`src/rtl/gf_addsub_issuer.sv`:
```
// gf_addsub_issuer: issues GF(p) add/sub ops to a 2-cycle adder, collects tagged results in a FIFO.
// Optional GF_ADDSUB_RANGE_CHECK_EN: zero out-of-range operands and raise sticky range_err.

`ifndef BW_GF
`define BW_GF 16
`endif
`ifndef PRIME
`define PRIME 65521
`endif

module gf_addsub_issuer #(
    parameter int BW_GF      = `BW_GF,
    parameter int FIFO_DEPTH = 4,
    parameter int TAG_W      = 4
) (
    input  logic             clk,
    input  logic             rst_n,
    input  logic             in_valid,
    output logic             in_ready,
    input  logic [BW_GF-1:0] in_a,
    input  logic [BW_GF-1:0] in_b,
    input  logic             in_sub,
    input  logic [TAG_W-1:0] in_tag,
    output logic             add_en,
    output logic [BW_GF-1:0] add_a,
    output logic [BW_GF-1:0] add_b,
    output logic             add_is_sub,
    input  logic [BW_GF-1:0] add_out,
    input  logic             add_valid,
    output logic             out_valid,
    input  logic             out_ready,
    output logic [BW_GF-1:0] out_data,
    output logic [TAG_W-1:0] out_tag,
    output logic             proto_err
`ifdef GF_ADDSUB_RANGE_CHECK_EN
    ,
    output logic             range_err
`endif
);

    localparam int PW = (FIFO_DEPTH > 1) ? $clog2(FIFO_DEPTH) : 1;
    localparam int CW = PW + 1;
    localparam int UW = PW + 3;
    localparam logic [BW_GF-1:0] PRIME_V = BW_GF'(`PRIME);
    localparam logic [CW-1:0]    DEPTH_C = CW'(FIFO_DEPTH);
    localparam logic [UW-1:0]    DEPTH_U = UW'(FIFO_DEPTH);

    logic             add_en_q, add_en_d;
    logic [BW_GF-1:0] add_a_q, add_a_d, add_b_q, add_b_d;
    logic             add_sub_q, add_sub_d;
    logic [TAG_W-1:0] tag_q, tag_d;
    logic             s1_vld_q, s1_vld_d, s2_vld_q, s2_vld_d;
    logic [TAG_W-1:0] s1_tag_q, s1_tag_d, s2_tag_q, s2_tag_d;
    logic [BW_GF-1:0] mem_q [FIFO_DEPTH];
    logic [BW_GF-1:0] mem_d [FIFO_DEPTH];
    logic [TAG_W-1:0] tmem_q [FIFO_DEPTH];
    logic [TAG_W-1:0] tmem_d [FIFO_DEPTH];
    logic [PW-1:0]    wr_ptr_q, wr_ptr_d, rd_ptr_q, rd_ptr_d;
    logic [CW-1:0]    cnt_q, cnt_d;
    logic             out_valid_q, out_valid_d;
    logic [BW_GF-1:0] out_data_q, out_data_d;
    logic [TAG_W-1:0] out_tag_q, out_tag_d;
    logic             proto_err_q, proto_err_d;
    logic [1:0]       ign_q, ign_d;
    logic [UW-1:0]    used;
    logic             pop, accept, live, cap, full, push;
    logic [BW_GF-1:0] op_a, op_b, res;
`ifdef GF_ADDSUB_RANGE_CHECK_EN
    logic             range_err_q, range_err_d;
    logic             oor;
`endif

    always_comb begin
        pop = out_valid_q && out_ready;
        // slots promised: buffered + in flight, a same-cycle pop frees one
        used = UW'(cnt_q) + UW'(add_en_q) + UW'(s1_vld_q)
             + UW'(s2_vld_q) - UW'(pop);
        in_ready = rst_n && !proto_err_q && (used < DEPTH_U);
        accept = in_valid && in_ready;
        op_a = in_a;
        op_b = in_b;
`ifdef GF_ADDSUB_RANGE_CHECK_EN
        oor = (in_a >= PRIME_V) || (in_b >= PRIME_V);
        range_err_d = range_err_q || (accept && oor);
        if (oor) begin
            op_a = '0;
            op_b = '0;
        end
`endif
        add_en_d  = accept;
        add_a_d   = add_a_q;
        add_b_d   = add_b_q;
        add_sub_d = add_sub_q;
        tag_d     = tag_q;
        if (accept) begin
            add_a_d   = op_a;
            add_b_d   = op_b;
            add_sub_d = in_sub;
            tag_d     = in_tag;
        end
        s1_vld_d = add_en_q;
        s1_tag_d = tag_q;
        s2_vld_d = s1_vld_q;
        s2_tag_d = s1_tag_q;

        // adder results that belonged to ops issued before reset are ignored
        live = (ign_q == 2'd0);
        cap  = live && add_valid;
        full = (cnt_q == DEPTH_C);
        push = cap && (!full || pop);
        proto_err_d = proto_err_q || (live && (s2_vld_q != add_valid))
                    || (cap && full && !pop);
        res = (add_out == PRIME_V) ? '0 : add_out;

        mem_d  = mem_q;
        tmem_d = tmem_q;
        if (push) begin
            mem_d[wr_ptr_q]  = res;
            tmem_d[wr_ptr_q] = s2_tag_q;
        end
        wr_ptr_d = wr_ptr_q + PW'(push);
        rd_ptr_d = rd_ptr_q + PW'(pop);
        cnt_d    = cnt_q + CW'(push) - CW'(pop);

        out_valid_d = (cnt_d != '0);
        out_data_d  = out_data_q;
        out_tag_d   = out_tag_q;
        if (out_valid_d) begin
            out_data_d = mem_d[rd_ptr_d];
            out_tag_d  = tmem_d[rd_ptr_d];
        end
        ign_d = (ign_q != 2'd0) ? ign_q - 2'd1 : 2'd0;
    end

    always_ff @(posedge clk) begin
        if (!rst_n) begin
            add_en_q    <= 1'b0;
            add_a_q     <= '0;
            add_b_q     <= '0;
            add_sub_q   <= 1'b0;
            tag_q       <= '0;
            s1_vld_q    <= 1'b0;
            s1_tag_q    <= '0;
            s2_vld_q    <= 1'b0;
            s2_tag_q    <= '0;
            wr_ptr_q    <= '0;
            rd_ptr_q    <= '0;
            cnt_q       <= '0;
            out_valid_q <= 1'b0;
            out_data_q  <= '0;
            out_tag_q   <= '0;
            proto_err_q <= 1'b0;
            ign_q       <= 2'd2;
        end else begin
            add_en_q    <= add_en_d;
            add_a_q     <= add_a_d;
            add_b_q     <= add_b_d;
            add_sub_q   <= add_sub_d;
            tag_q       <= tag_d;
            s1_vld_q    <= s1_vld_d;
            s1_tag_q    <= s1_tag_d;
            s2_vld_q    <= s2_vld_d;
            s2_tag_q    <= s2_tag_d;
            wr_ptr_q    <= wr_ptr_d;
            rd_ptr_q    <= rd_ptr_d;
            cnt_q       <= cnt_d;
            out_valid_q <= out_valid_d;
            out_data_q  <= out_data_d;
            out_tag_q   <= out_tag_d;
            proto_err_q <= proto_err_d;
            ign_q       <= ign_d;
        end
    end

    always_ff @(posedge clk) begin
        mem_q  <= mem_d;
        tmem_q <= tmem_d;
    end

`ifdef GF_ADDSUB_RANGE_CHECK_EN
    always_ff @(posedge clk) begin
        if (!rst_n) range_err_q <= 1'b0;
        else        range_err_q <= range_err_d;
    end
    assign range_err = range_err_q;
`endif

    assign add_en     = add_en_q;
    assign add_a      = add_a_q;
    assign add_b      = add_b_q;
    assign add_is_sub = add_sub_q;
    assign out_valid  = out_valid_q;
    assign out_data   = out_data_q;
    assign out_tag    = out_tag_q;
    assign proto_err  = proto_err_q;

endmodule

```
`config.mk`:
```
export PLATFORM = sky130hd
export DESIGN_NAME = gf_addsub_issuer
export DESIGN_NICKNAME = d
export VERILOG_FILES = /design/src/rtl/gf_addsub_issuer.sv
export SDC_FILE = /design/constraint.sdc
export NUM_CORES = 1
export LEC_CHECK = 0
export BUFFER_PORTS_ARGS = -buffer_cell sky130_fd_sc_hd__buf_2
export CAP_MARGIN = 5
export CORE_MARGIN = 1
export CORE_UTILIZATION = 56
export DETAILED_ROUTE_END_ITERATION = 12
export GPL_TIMING_DRIVEN = 1
export PLACE_DENSITY = 0.79
export SYNTH_ARGS = -nofsm -noshare
export SYNTH_HDL_FRONTEND = slang
export SYNTH_SLANG_ARGS = --single-unit
```
`constraint.sdc`:
```
create_clock -name clk -period 4.2 [get_ports clk]
set_input_delay 0.84 -clock clk [delete_from_list [all_inputs] [get_ports clk]]
set_output_delay 0.84 -clock clk [all_outputs]
set_load 0.005 [all_outputs]
```
* Yosys cells after proc, flatten, opt, wreduce, memory -nomap -nowiden
Index checks and enable logic that the tools add are counted. W data, S select, Z words.
Operators by class: $lt $le $gt $ge 4, add/subtract/negate cells 9, equality and inequality tests 3, reductions and logical operators 20, multiplexer cells 16, bitwise logic cells 2
Operator list (count):
- $mux W16 | 5
- $bwmux W64 | 1
- $mux W64 | 1
- $bmux W16 S2 | 1
- $demux W16 S2 | 1
- $bwmux W16 | 1
- $eq A16 B16 Y1 const B | 1
- $mux W4 | 3
- $logic_and A1 B1 Y1 | 10
- $bmux W4 S2 | 1
- $demux W4 S2 | 1
- $ge A3 B3 Y1 const B | 2
- $not A2 Y3 | 2
- $add A4 B1 Y5 | 1
- $add A5 B1 Y5 | 1
- $lt A5 B3 Y1 const B | 1
- $sub A5 B1 Y5 | 1
- $add A2 B1 Y2 | 2
- $add A3 B1 Y4 | 1
- $add A3 B1 Y3 | 1
- $eq A3 B3 Y1 const B | 1
- $logic_not A1 Y1 | 3
- $logic_or A1 B1 Y1 | 3
- $lt A3 B1 Y1 const B | 1
- 8 further kinds | 8
Word-level totals: register bits 159, word-level logic and storage cells 80, input port bits 58, output and inout port bits 57

* Longest topological paths before layout
Gate-level depths: netlist of run 1.
word-level depth 10, mapped depth 16

* Worst setup path before layout of run 1
No wires, ideal clock.
path type input -> output, from in out_ready, to out in_ready, cell stages on the path 11, required time 3360 ps, path buffers 2, arrival 2830 ps, path slack 530 ps, cells stage by stage and2_1 -> ha_1 -> fa_1 -> inv_1 -> ha_1 -> nand4b_1 -> a21bo_1 -> o211a_1 -> buf_2 -> clkbuf_1 -> nor2_1
Between the ends: word-level cells in the longest chain between the ends 4
RTL lines:
- from (decl) | RTL line 31 | input logic out_ready,
- $logic_and A1 B1 Y1 | RTL line 74 | pop = out_valid_q && out_ready;
- $sub A5 B1 Y5 | RTL line 77 | + UW'(s2_vld_q) - UW'(pop);
- $lt A5 B3 Y1 | RTL line 78 | in_ready = rst_n && !proto_err_q && (used < DEPTH_U);
- $logic_and A1 B1 Y1 | RTL line 78
- to (decl) | RTL line 19 | output logic in_ready,
Every way passes these cells.

* Final worst setup path of run 1
Ends and elaborated chain as after synthesis.

==> impl_summary.md, run 1 <==
Status
The flow ran to the end, and the final reports show no timing, DRC or antenna violations.

CTS
The cell sitting at the root of the clock tree is a sky130_fd_sc_hd__clkbuf_16. Clock-pin slew was measured on the worst setup and hold paths at 0.06 ns. The clock tree synthesis step divided the H-tree into 4 levels. The maximum root-to-sink buffer count is 2. The clock reaches the later pin of the worst-skew pair after 0.42 ns. The clock sink count is 159. The number of buffers created by CTS is 17. The clock tree from TritonCTS is done. The number of gates resized after CTS was 0.

The number of setup buffers added after CTS is 0. The number of hold buffers added after CTS is 0.

Die
The starting utilization of the core area is 58.3%. The floorplan has 40 rows. The total die area is 13200 um^2. The chip height is 115 um. The I/O pin count is 115.

The placeable core area is 12200 um^2. Measured along the x axis, the die boundary spans 115 um.

Synth
The dominant combinational cell family by area after synthesis is compound AO/OA/AOI/OAI gates. The number of different library cells in the post-synthesis netlist is 62. Of all flip-flops after synthesis, the portion carrying an async set or reset was 0%. The sequential area share after synthesis is 44.7%.

The number of enable-type register cells in the synthesized netlist is 0. The average size of a mapped cell is 9.52 um^2. The area share of xor/xnor cells in the synthesized design is 1.05%. The synthesized net count is 818.

The fraction of the mapped netlist area in simple logic gates is 15.3%. Of the total synthesized cell area, the portion taken by full adders, half adders and majority gates is 2.32%. The top flip-flop cell by instance count after synthesis is sky130_fd_sc_hd__dfxtp_1.

Summing the areas of all compound-gate instances in the mapped netlist gives 27.5% of the synthesized area. The synthesized cell area is 7120 um^2. For this run, the number of Yosys warnings is 0.

Synthesis produced 748 cells. The share of synthesized area spent on multiplexers is 4.43%. The synthesized design contains 159 register bits.

Cells and area
The synthesis-to-finish area growth is 17.5%. The post-route netlist has 25.4% of its cells at a drive strength greater than 1. Cells fill 68.5% of the core in the end. The filler-free cell count of the finished design is 1020. The number of antenna diodes in the final layout is 0. The final-stage net count is 910. The commonest non-fill, non-tap cell in the layout is sky130_fd_sc_hd__dfxtp_1. After filler insertion, the fill cell instance count of the layout stands at 941. The library cells used most frequently in the layout, excluding fill and tap cells, are sky130_fd_sc_hd__dfxtp_1 (159), sky130_fd_sc_hd__buf_2 (114), sky130_fd_sc_hd__nand2_1 (90).

Global route
The via count of the first global-routing pass is 6170. Across every metal layer, demand over resource in global routing totals 28.3%. The largest net degree at the start of global routing is 72.

The overflow left after global routing is 0. The number of antenna violations at the first check in global routing is 0. The global-route wire length before repair is 29.2 mm.

Setup path
In this design, the stage delay of the slowest critical-path cell is 0.36 ns. By startpoint and endpoint, the worst setup path is classified as in -> out. The arrival time reported for the critical path endpoint is 2.94 ns.

STA classifies the critical path endpoint as a primary output. In this run the critical register-to-register path is launched from out_valid$_SDFF_PN0_. STA classifies the critical path startpoint as an input port. The critical path's slowest cell is sky130_fd_sc_hd__fa_1.

The cell class contributing the biggest share of worst-path delay is adder cells. Along the worst path, the maximum fanout reaches 3. The worst endpoint required time is 3.36 ns.

Traced cell by cell, the critical path runs through buf_2, and2_1, ha_1, fa_1, inv_1, ha_1, and3b_1, nor3_1, o21ai_0, nor2_1, buf_2. Together, buffers and inverters on the worst path number 3. In this run the critical register-to-register path is captured at out_data[10]$_SDFFE_PN0P_. The worst setup path endpoint is in_ready. The critical path runs through a total of 11 cells.

The worst register-to-register path has a depth of 14. The most critical setup path has its startpoint at out_ready. Across all register-to-register paths, the minimum setup slack is 0.93 ns.

Timing
Final hold analysis gives a worst-case slack of 0.437 ns. The number of failing hold endpoints at the final stage came to 0. The clock period minus worst slack is 3.78 ns.

The maximum clock skew at final layout is 0.00565 ns. The fmax is 264 MHz. The normalized max-slew margin is 36.3%. For the pin with the worst max-slew slack, the measured transition is 0.954 ns. The setup total negative slack is 0 ns. The number of failing setup endpoints in the final timing report is 0. Setup repair after global routing left no endpoint under its margin. The final cycle utilization of the critical path is 90.1%. The max-slew violation count came to 0.

Power and ir drop
For this design the ratio of total power to cell area is 649 nW/um^2. The analysis attributes to cell leakage a power of 3.56 nW. IR analysis of the VDD net gives a maximum drop of 501 uV.

Flow run
Max-cap violations in this run came to 0.

Placed design
The routability congestion estimate from global placement is 0.846. The number of placed instances, taps included, is 989. In this run the tool buffered the top-level ports with 114 buffer cells. Detailed placement ended at an HPWL of 11.9 mm.

Route
After detailed routing, the number of vias per cell comes to 6.13. The first routing iteration left 620 violations. The wire length per cell is 17.6 um. The final routed DRC violation total is 0. For this block, the routed nets add up to 18.0 mm of wire.

In this run the remaining antenna-violating nets after routing total 0. The vias after detailed routing is 6250. The first-pass iteration count of the detailed router is 5.

Worst hold path
In this run the worst hold path is classified as reg -> reg.
synth_stat cells (all sizes together), types with 3 or more instances:
cell	count	area, um^2
a211oi	7	57.6
a21boi	38	285
a21oi	28	140
a221oi	22	199
a22oi	7	52.6
a32oi	11	96.3
and2	18	113
and3	4	25.0
and3b	3	26.3
buf	24	139
clkbuf	37	139
dfxtp	159	3180
ha	10	125
inv	14	52.6
mux2	28	315
nand2	90	338
nand3	42	210
nand4	14	100
nor2	17	63.8
nor2b	4	25.0
nor3	4	25.0
o211ai	21	200
o21ai	92	460
o311ai	13	114
o41ai	13	302
xnor2	3	26.3
worst min-delay path by stage:
stage | slack [ns] | endpoint | cells past startpoint | start
after floorplan | 0.41 | s2_tag_q[0]$_SDFF_PN0_ | 1 | s1_tag_q[0]$_SDFF_PN0_
after global routing | 0.46 | s2_tag_q[2]$_SDFF_PN0_ | 1 | s1_tag_q[2]$_SDFF_PN0_
after detailed placement | 0.43 | s2_tag_q[3]$_SDFF_PN0_ | 1 | s1_tag_q[3]$_SDFF_PN0_
after CTS | 0.44 | s2_tag_q[3]$_SDFF_PN0_ | 1 | s1_tag_q[3]$_SDFF_PN0_
after global placement | 0.42 | s2_tag_q[2]$_SDFF_PN0_ | 1 | s1_tag_q[2]$_SDFF_PN0_
final | 0.44 | s2_tag_q[3]$_SDFF_PN0_ | 1 | s1_tag_q[3]$_SDFF_PN0_
flip-flops by register name (all words and copies together), names as in the netlist:
signal,count
mem_q,64
add_a,16
add_b,16
out_data,16
tmem_q,16
out_tag,4
s1_tag_d,4
s1_tag_q,4
s2_tag_q,4
cnt_q,3
ign_q,2
rd_ptr_q,2
wr_ptr_q,2
add_en,1
add_is_sub,1
out_valid,1
proto_err,1
s1_vld_q,1
s2_vld_q,1
report_power, final:
| group | leakage [nW] | internal (mW) | switching [mW] |
|---|---|---|---|
| logic | 1.99 | 0.662 | 1.20 |
| registers | 1.30 | 1.85 | 0.216 |
| clock network | 0.279 | 0.946 | 0.562 |
logic make-up after synthesis:
family                   after synthesis
flip-flops                           159
adder cells (fa/ha/maj)               12
AO/OA/AOI/OAI                        258
buffers and inverters                 75
XOR/XNOR                               6
multiplexers                          28
AND/OR/NAND/NOR                      210
through the flow:
stage               setup slack (ns)  total power, mW  cell area (um^2)
floorplan                      0.530             3.27              7120
global placement               0.549             3.80              7790
detailed placement             0.439             3.90              7790
CTS                            0.440             5.42              8360
global route                   0.206             5.73              8360
finish                         0.415             5.43              8360
layout make-up:
type / count / area, um^2 / area share, %
clock buffer: 25 / 465 / 5.56
clock inverter: 6 / 109 / 1.30
inverter: 14 / 52.6 / 0.628
multi-input combinational: 514 / 3620 / 43.3
sequential: 159 / 3180 / 38.1
tap: 168 / 210 / 2.51
timing repair buffer: 134 / 721 / 8.62
metal layers:
metal,track usage (%),part of all wire [%]
met1,33.1,41
met2,48.6,48
met3,8.12,8.4
met4,12.3,2.4
met5,0,0
(Power assumes the default switching activity.)
==> inputs of run 2 (changes only) <==
Settings changed: ABC_AREA set to 1, CORE_UTILIZATION 56 to 52, PLACE_DENSITY 0.79 to 0.75.
==> impl_summary.md, run 2 <==
Status
The run finished with clean final reports.

Global route
The overall global routing resource usage is 24.3%. The via count of the first global-routing pass is 5673. The global-route wire length before repair is 25.7 mm.

Global routing finished with a remaining overflow of 0. The number of antenna violations at the first check in global routing is 0. The largest net degree at the start of global routing is 76.

Placed design
The total instance count after detailed placement is 1231. The standard cell area after detailed placement is 7460 um^2. During placement, the flow inserted port buffers numbering 114. Summed over all nets, the half-perimeter wirelength after detailed placement is 9.67 mm.

The routability congestion estimate from global placement is 0.752. Prior to clock tree synthesis, the placed netlist has a worst setup slack of 0.572 ns.

Setup path
The kind of start point of the critical path is an input port. Traced cell by cell, the critical path runs through buf_2, nand2_1, inv_1, ha_1, fa_1, inv_1, ha_1, nand4_1, nand2_1, or2_0, a21oi_2, and3_1, buf_2. STA classifies the critical path endpoint as a primary output. The buffer and inverter count on the worst path is 4. On the worst path, the slowest cell contributes a delay of 0.36 ns. The critical path's slowest cell is sky130_fd_sc_hd__fa_1. Data on the critical path arrives at its endpoint at 2.83 ns. The critical path in this run is classified as in -> out. The worst endpoint required time is 3.36 ns. The cell class contributing the biggest share of worst-path delay is adder cells. In this run the worst path has a maximum fanout of 3.

Timing
Setup violations remaining at the end of the flow were counted as 0. The max-slew violation count came to 0. The setup total negative slack is 0 ns. The final worst hold slack is 0.413 ns. In this run the tightest slew margin relative to its limit is 47.0%. The fmax is 273 MHz. Dividing the final minimum period by the clock period gives 87.4%. The clock period minus worst slack is 3.67 ns. The number of failing hold endpoints at the final stage is 0. The clock arrives with 0.00705 ns of skew. The worst path meets setup with 0.531 ns of slack. Setup repair after global routing left no endpoint under its margin. The slew at the pin closest to its max-slew limit is 0.793 ns.

Power and ir drop
For this design the ratio of total power to cell area is 713 nW/um^2. Cell internal power was estimated by the tool at 3.84 mW. The static leakage is 4.62 nW. The worst supply voltage drop on vdd is 459 uV. The switching portion of total power is 34.0%.

Summed over all nets, the switching power comes to 1.98 mW. Registers are responsible for 34.4% of the overall power. The portion of total power attributed to the clock network is 30.9%. After layout, the design draws a total of 5.82 mW. The power share of the combinational group is 34.7%.

Synth
When the netlist entered floorplanning its net count stood at 1056. The synthesized cell area is 6800 um^2. The number of enable-type register cells in the synthesized netlist is 0. After synthesis, the share of flip-flops with an asynchronous set or reset is 0%. Counting every instance in the synthesized netlist gives 986.

For this run, the number of Yosys warnings is 0. Among all cell types in the netlist, the one instantiated most often is sky130_fd_sc_hd__nand2_1. The sequential area share after synthesis is 46.8%. By count the netlist is led by sky130_fd_sc_hd__nand2_1 (309), sky130_fd_sc_hd__nand3_1 (196), sky130_fd_sc_hd__dfxtp_1 (159), sky130_fd_sc_hd__inv_1 (119), sky130_fd_sc_hd__nor2_1 (89).

The share of Yosys cell area claimed by the top area cell type is 46.8%. The cell accounting for the most synthesized area is sky130_fd_sc_hd__dfxtp_1. The number of storage elements in the synthesis netlist is 159. By area the synthesized netlist is led by sky130_fd_sc_hd__dfxtp_1 (47%), sky130_fd_sc_hd__nand2_1 (17%), sky130_fd_sc_hd__nand3_1 (14%). For this run, the leading register cell type out of synthesis is sky130_fd_sc_hd__dfxtp_1. Dividing the synthesized area by the synthesized cell count gives 6.90 um^2.

The number of different library cells in the post-synthesis netlist is 27.

Die
The horizontal die dimension is 116 um. The cell row count is 41. The I/O pin count is 115. Measured along the y axis, the die boundary spans 116 um. The starting utilization of the core area is 53.7%. The placeable core area is 12700 um^2. The floorplan step defined a die boundary enclosing 13500 um^2.

Route
The vias after detailed routing is 6226. After detailed routing, the number of vias per cell comes to 4.93. In this run the remaining antenna-violating nets after routing total 0. For this run, design rule violations remaining after detail routing come to 0. The total wire length is 15.8 mm. The detailed router finished its first iteration with 484 violations.

The first-pass iteration count of the detailed router is 5. Dividing the detail-routed wire length by the instance count gives 12.5 um.

Cells and area
For this run, the number of standard cells in the final layout without fillers is 1263. The post-route core utilization is 64.4%. In the layout the commonest cells are sky130_fd_sc_hd__nand2_1 (309), sky130_fd_sc_hd__nand3_1 (196), sky130_fd_sc_hd__dfxtp_1 (159). The commonest non-fill, non-tap cell in the layout is sky130_fd_sc_hd__nand2_1. The repair_antennas step left the layout with diodes totalling 0.

The final-stage net count is 1148. The fraction of final layout cells sized beyond drive strength 1 is 15.0%. The flip-flop count of the largest register, all copies and words added is 64. The synthesis-to-finish area growth is 19.9%. Ranked by flip-flop count, first place goes to mem_q. The finished cells cover 8160 um^2.

CTS
The root buffer cell chosen for the clock tree is sky130_fd_sc_hd__clkbuf_16. Clock-pin slew was measured on the worst setup and hold paths at 0.06 ns. The clock sink count is 159. In this run the number of H-tree levels came out at 4. No sink is reached through more buffers than the 2 on the longest clock path. Buffers inserted during clock tree synthesis total 17. Post-CTS timing repair inserted 0 buffers for setup.

Post-CTS repair changed the size of 0 cells. For the worst-skew pair, the clock arrives at the later sink with an insertion delay of 0.42 ns. The number of hold buffers added after CTS is 0. The clock tree from TritonCTS is done.

Flow run
The number of max-cap violations is 0.

Worst hold path
The type of the tightest min-delay check is reg -> reg.
-- run 2: area by class of cell --
class / instances / area [um^2]
Multi-Input combinational cell: 651 / 2920
Timing Repair Buffer: 126 / 686
Inverter: 123 / 462
Clock buffer: 23 / 468
Tap cell: 172 / 215
Sequential cell: 159 / 3180
Clock inverter: 9 / 228
Fill cell: 1170 / 4510
-- run 2: path summary, 6_finish.rpt --
path | from | to | slack [ns] | cells past startpoint
max | out_ready | in_ready | 0.53 | 13
min reg2reg | s1_tag_q[0]$_SDFF_PN0_ | s2_tag_q[0]$_SDFF_PN0_ | 0.41 | 2
max reg2reg | cnt_q[1]$_SDFF_PN0_ | out_data[11]$_SDFFE_PN0P_ | 1.40 | 15
min | s1_tag_q[0]$_SDFF_PN0_ | s2_tag_q[0]$_SDFF_PN0_ | 0.41 | 2
-- run 2: layer usage --
metal  GRT usage (%)  wire (um)
met4            8.38        109
met2            39.7       7090
met5               0          0
met3            7.37       1410
met1            30.6       7240
-- run 2: cells by family (layout without fill, tap and decap cells) --
logic type	count (synthesis)	count (layout)	share of synthesized area, %
XOR/XNOR	4	4	0.515
adder cells (fa/ha/maj)	12	12	2.43
flip-flops	159	159	46.8
buffers and inverters	176	281	10.4
AND/OR/NAND/NOR	609	609	37.8
AO/OA/AOI/OAI	26	26	2.02
-- run 2: worst register-to-register path: stages (launching register included) --
cell and delay (ns):
sky130_fd_sc_hd__dfxtp_1 0.41, sky130_fd_sc_hd__nor2_1 0.06, sky130_fd_sc_hd__nand3_1 0.13, sky130_fd_sc_hd__nand2_2 0.14, sky130_fd_sc_hd__ha_1 0.30, sky130_fd_sc_hd__inv_1 0.07, sky130_fd_sc_hd__ha_1 0.14, sky130_fd_sc_hd__inv_1 0.05
sky130_fd_sc_hd__fa_1 0.37, sky130_fd_sc_hd__xnor2_1 0.25, sky130_fd_sc_hd__nand3_1 0.11, sky130_fd_sc_hd__buf_4 0.29, sky130_fd_sc_hd__o21ai_0 0.24, sky130_fd_sc_hd__inv_1 0.06, sky130_fd_sc_hd__nand2_1 0.06, sky130_fd_sc_hd__inv_1 0.04
-- run 2: power by group through the flow --
stage / sequential [mW] / clock (mW) / combinational (mW)
global placement: 2.02 / 0 / 1.97
finish: 2.00 / 1.80 / 2.02
detailed placement: 2.03 / 0 / 2.00
CTS: 2.00 / 1.83 / 2.02
floorplan: 2.03 / 0 / 1.42
global route: 2.04 / 1.89 / 2.32
==> inputs of run 3 (changes only) <==
==> constraint.sdc (replaced) <==
create_clock -name clk -period 4.2 [get_ports clk]
set_input_delay 0.63 -clock clk [delete_from_list [all_inputs] [get_ports clk]]
set_output_delay 0.63 -clock clk [all_outputs]
set_load 0.005 [all_outputs]
==> impl_summary.md, run 3 (synthesis gave the netlist of run 2 again) <==
Status
The run finished with clean final reports.

Die
The cell row count is 41. The chip height is 116 um. The horizontal die dimension is 116 um. For this design the top-level I/O count stands at 115. The initial utilization of the core area, before any placement, comes to 53.7%. The placeable core area is 12700 um^2. The die covers 13500 um^2.

Timing
Timing would allow up to 311 MHz. The smallest clock period supported by the final layout is computed as 3.22 ns. The max-slew violation count is 0. The final cycle utilization of the critical path is 76.6%. In this run the tightest slew margin relative to its limit is 46.0%. The tightest hold path in the finished design has a slack of 0.408 ns. In the post-route analysis, the smallest setup slack over all paths is 0.982 ns. Across the routed clock network, the largest skew measured is 0.00611 ns. The number of failing setup endpoints in the final timing report is 0. The number of failing hold endpoints at the final stage is 0. Setup repair after global routing left no endpoint under its margin. At the pin with the least slew margin, the transition time is 0.809 ns. After routing, the total negative slack on setup checks comes to 0 ns.

Route
In the final routed layout, each cell accounts on average for 12.3 um. The first-pass iteration count of the detailed router is 5. The first routing iteration left 463 violations. The final layout contains routed wiring with a total length of 15.6 mm. The detailed router placed 6277 vias in this run. The vias per cell is 4.97. The final routed DRC violation total is 0. The antenna violation net count after detailed routing is 0.

Cells and area
Ranked by flip-flop count, first place goes to mem_q. Leaving out fill and tap cells, the most frequent cells in the layout are sky130_fd_sc_hd__nand2_1 (309), sky130_fd_sc_hd__nand3_1 (196), sky130_fd_sc_hd__dfxtp_1 (159). The final-layout fill cell count is 1180. Once layout is complete, the utilization of the core stands at 63.0%. The fraction of final layout cells sized beyond drive strength 1 is 14.9%.

The register with the most flip-flops in the layout has 64 of them. The area growth from synthesis to layout is 17.3%. The antenna cell count is 0. The library cell used most frequently in the layout, excluding fill and tap cells, is sky130_fd_sc_hd__nand2_1. The net count of the finished layout is 1148. After routing the design area is 7980 um^2. For this run, the number of standard cells in the final layout without fillers is 1263.

Setup path
The critical path's slowest cell is sky130_fd_sc_hd__fa_1. In this design, the stage delay of the slowest critical-path cell is 0.36 ns. In this run the worst path has a maximum fanout of 3. For the worst setup path, the data arrival time is 2.59 ns. The critical path goes through nand2_1, inv_1, ha_1, fa_1, inv_1, ha_1, nand4_1, nand2_1, or2_0, a21oi_2, and3_1, buf_2. The nature of the critical path endpoint is a primary output. The worst setup path category is reg -> out. The cell class contributing the biggest share of worst-path delay is adder cells.

STA classifies the critical path startpoint as a register. The buffer and inverter count on the worst path is 3. STA puts the critical path data required time at 3.57 ns.

Power and ir drop
Dividing total power by cell area gives a power density of 675 nW/um^2. The worst-case IR drop observed on VDD is 498 uV. The design draws 5.38 mW.

In this run the static leakage power is 4.54 nW.

Global route
The largest net degree at the start of global routing is 76. The global-route wire length before repair is 26.0 mm. The overflow left after global routing is 0. Global routing used 24.7% of the available tracks across all layers. The number of antenna violations at the first check in global routing came to 0. The via count of the first global-routing pass was 5633.

Placed design
The routability congestion estimate from global placement is 0.750. Buffers placed on the I/O ports in this run total 114. The total instance count after detailed placement is 1231.

The pre-CTS worst setup slack is 0.991 ns. Summing all placed instances gives a cell area of 7440 um^2. The detailed placement HPWL is 9.62 mm.

CTS
Once the clock tree was built, the setup fixing pass inserted 0 buffers. The number of cells upsized or downsized after cts is 0. The later pin in the worst-skew pair is clocked with a latency of 0.41 ns.

The maximum level of the CTS H-tree is 4. The clock net in this run drives a total of 159 sinks. In this run, post-CTS hold repair placed 0 buffers. The clock passes through at most 2 buffers. The clock tree from TritonCTS is done. The clock transition at the registers of the reported paths is 0.06 ns.

The number of buffers created by CTS is 17. The master cell of the clock root buffer is sky130_fd_sc_hd__clkbuf_16.

Worst hold path
The type of the tightest min-delay check is reg -> reg.

Flow run
The number of max-cap violations is 0.
[run 3: cell count changes in the layout (fill, tap and decap cells not counted)]
cell,delta
sky130_fd_sc_hd__buf_4,+2
sky130_fd_sc_hd__buf_12,-2
sky130_fd_sc_hd__bufinv_16,-7
sky130_fd_sc_hd__clkbuf_8,+3
sky130_fd_sc_hd__inv_6,-1
sky130_fd_sc_hd__clkinv_2,+4
sky130_fd_sc_hd__clkbuf_1,+1
[run 3: power breakdown]
group	switching [mW]	internal, mW	total [mW]
Combinational	1.24	0.750	1.99
Clock	0.568	0.832	1.40
Sequential	0.130	1.87	2.00
[run 3: worst reg2reg max path: stages (launching register included)]
cell,delay [ns]
sky130_fd_sc_hd__dfxtp_1,0.41
sky130_fd_sc_hd__nor2_1,0.07
sky130_fd_sc_hd__nand3_1,0.13
sky130_fd_sc_hd__nand2_2,0.14
sky130_fd_sc_hd__ha_1,0.29
sky130_fd_sc_hd__inv_1,0.05
sky130_fd_sc_hd__ha_1,0.15
sky130_fd_sc_hd__inv_1,0.06
sky130_fd_sc_hd__fa_1,0.37
sky130_fd_sc_hd__xnor2_1,0.27
sky130_fd_sc_hd__nand3_1,0.12
sky130_fd_sc_hd__buf_4,0.29
sky130_fd_sc_hd__o21ai_0,0.22
sky130_fd_sc_hd__inv_1,0.06
sky130_fd_sc_hd__nand2_1,0.06
sky130_fd_sc_hd__inv_1,0.03
[run 3: area by class of cell]
class | count | area [um^2] | area share [%]
clock inverter | 5 | 28.8 | 0.361
tap | 172 | 215 | 2.70
multi-input combinational | 651 | 2920 | 36.6
sequential | 159 | 3180 | 39.9
timing repair buffer | 126 | 661 | 8.28
inverter | 123 | 462 | 5.79
clock buffer | 27 | 513 | 6.43
[run 3: routing by layer]
layer  GRT usage (%)  share of wire, %  wire [um]
met1            32.1                46       7140
met2            39.1                43       6760
met3            7.32               9.6       1490
met4            8.29               1.3        201
met5               0                 0          0
[run 3: final timing paths]
kind / from / endpoint / slack, ns / cells after the start
hold / removal: s1_tag_q[2]$_SDFF_PN0_ / s2_tag_q[2]$_SDFF_PN0_ / 0.41 / 2
setup reg to reg: cnt_q[1]$_SDFF_PN0_ / out_tag[2]$_SDFFE_PN0P_ / 1.38 / 15
hold reg to reg: s1_tag_q[2]$_SDFF_PN0_ / s2_tag_q[2]$_SDFF_PN0_ / 0.41 / 2
setup / recovery: out_valid$_SDFF_PN0_ / in_ready / 0.98 / 12
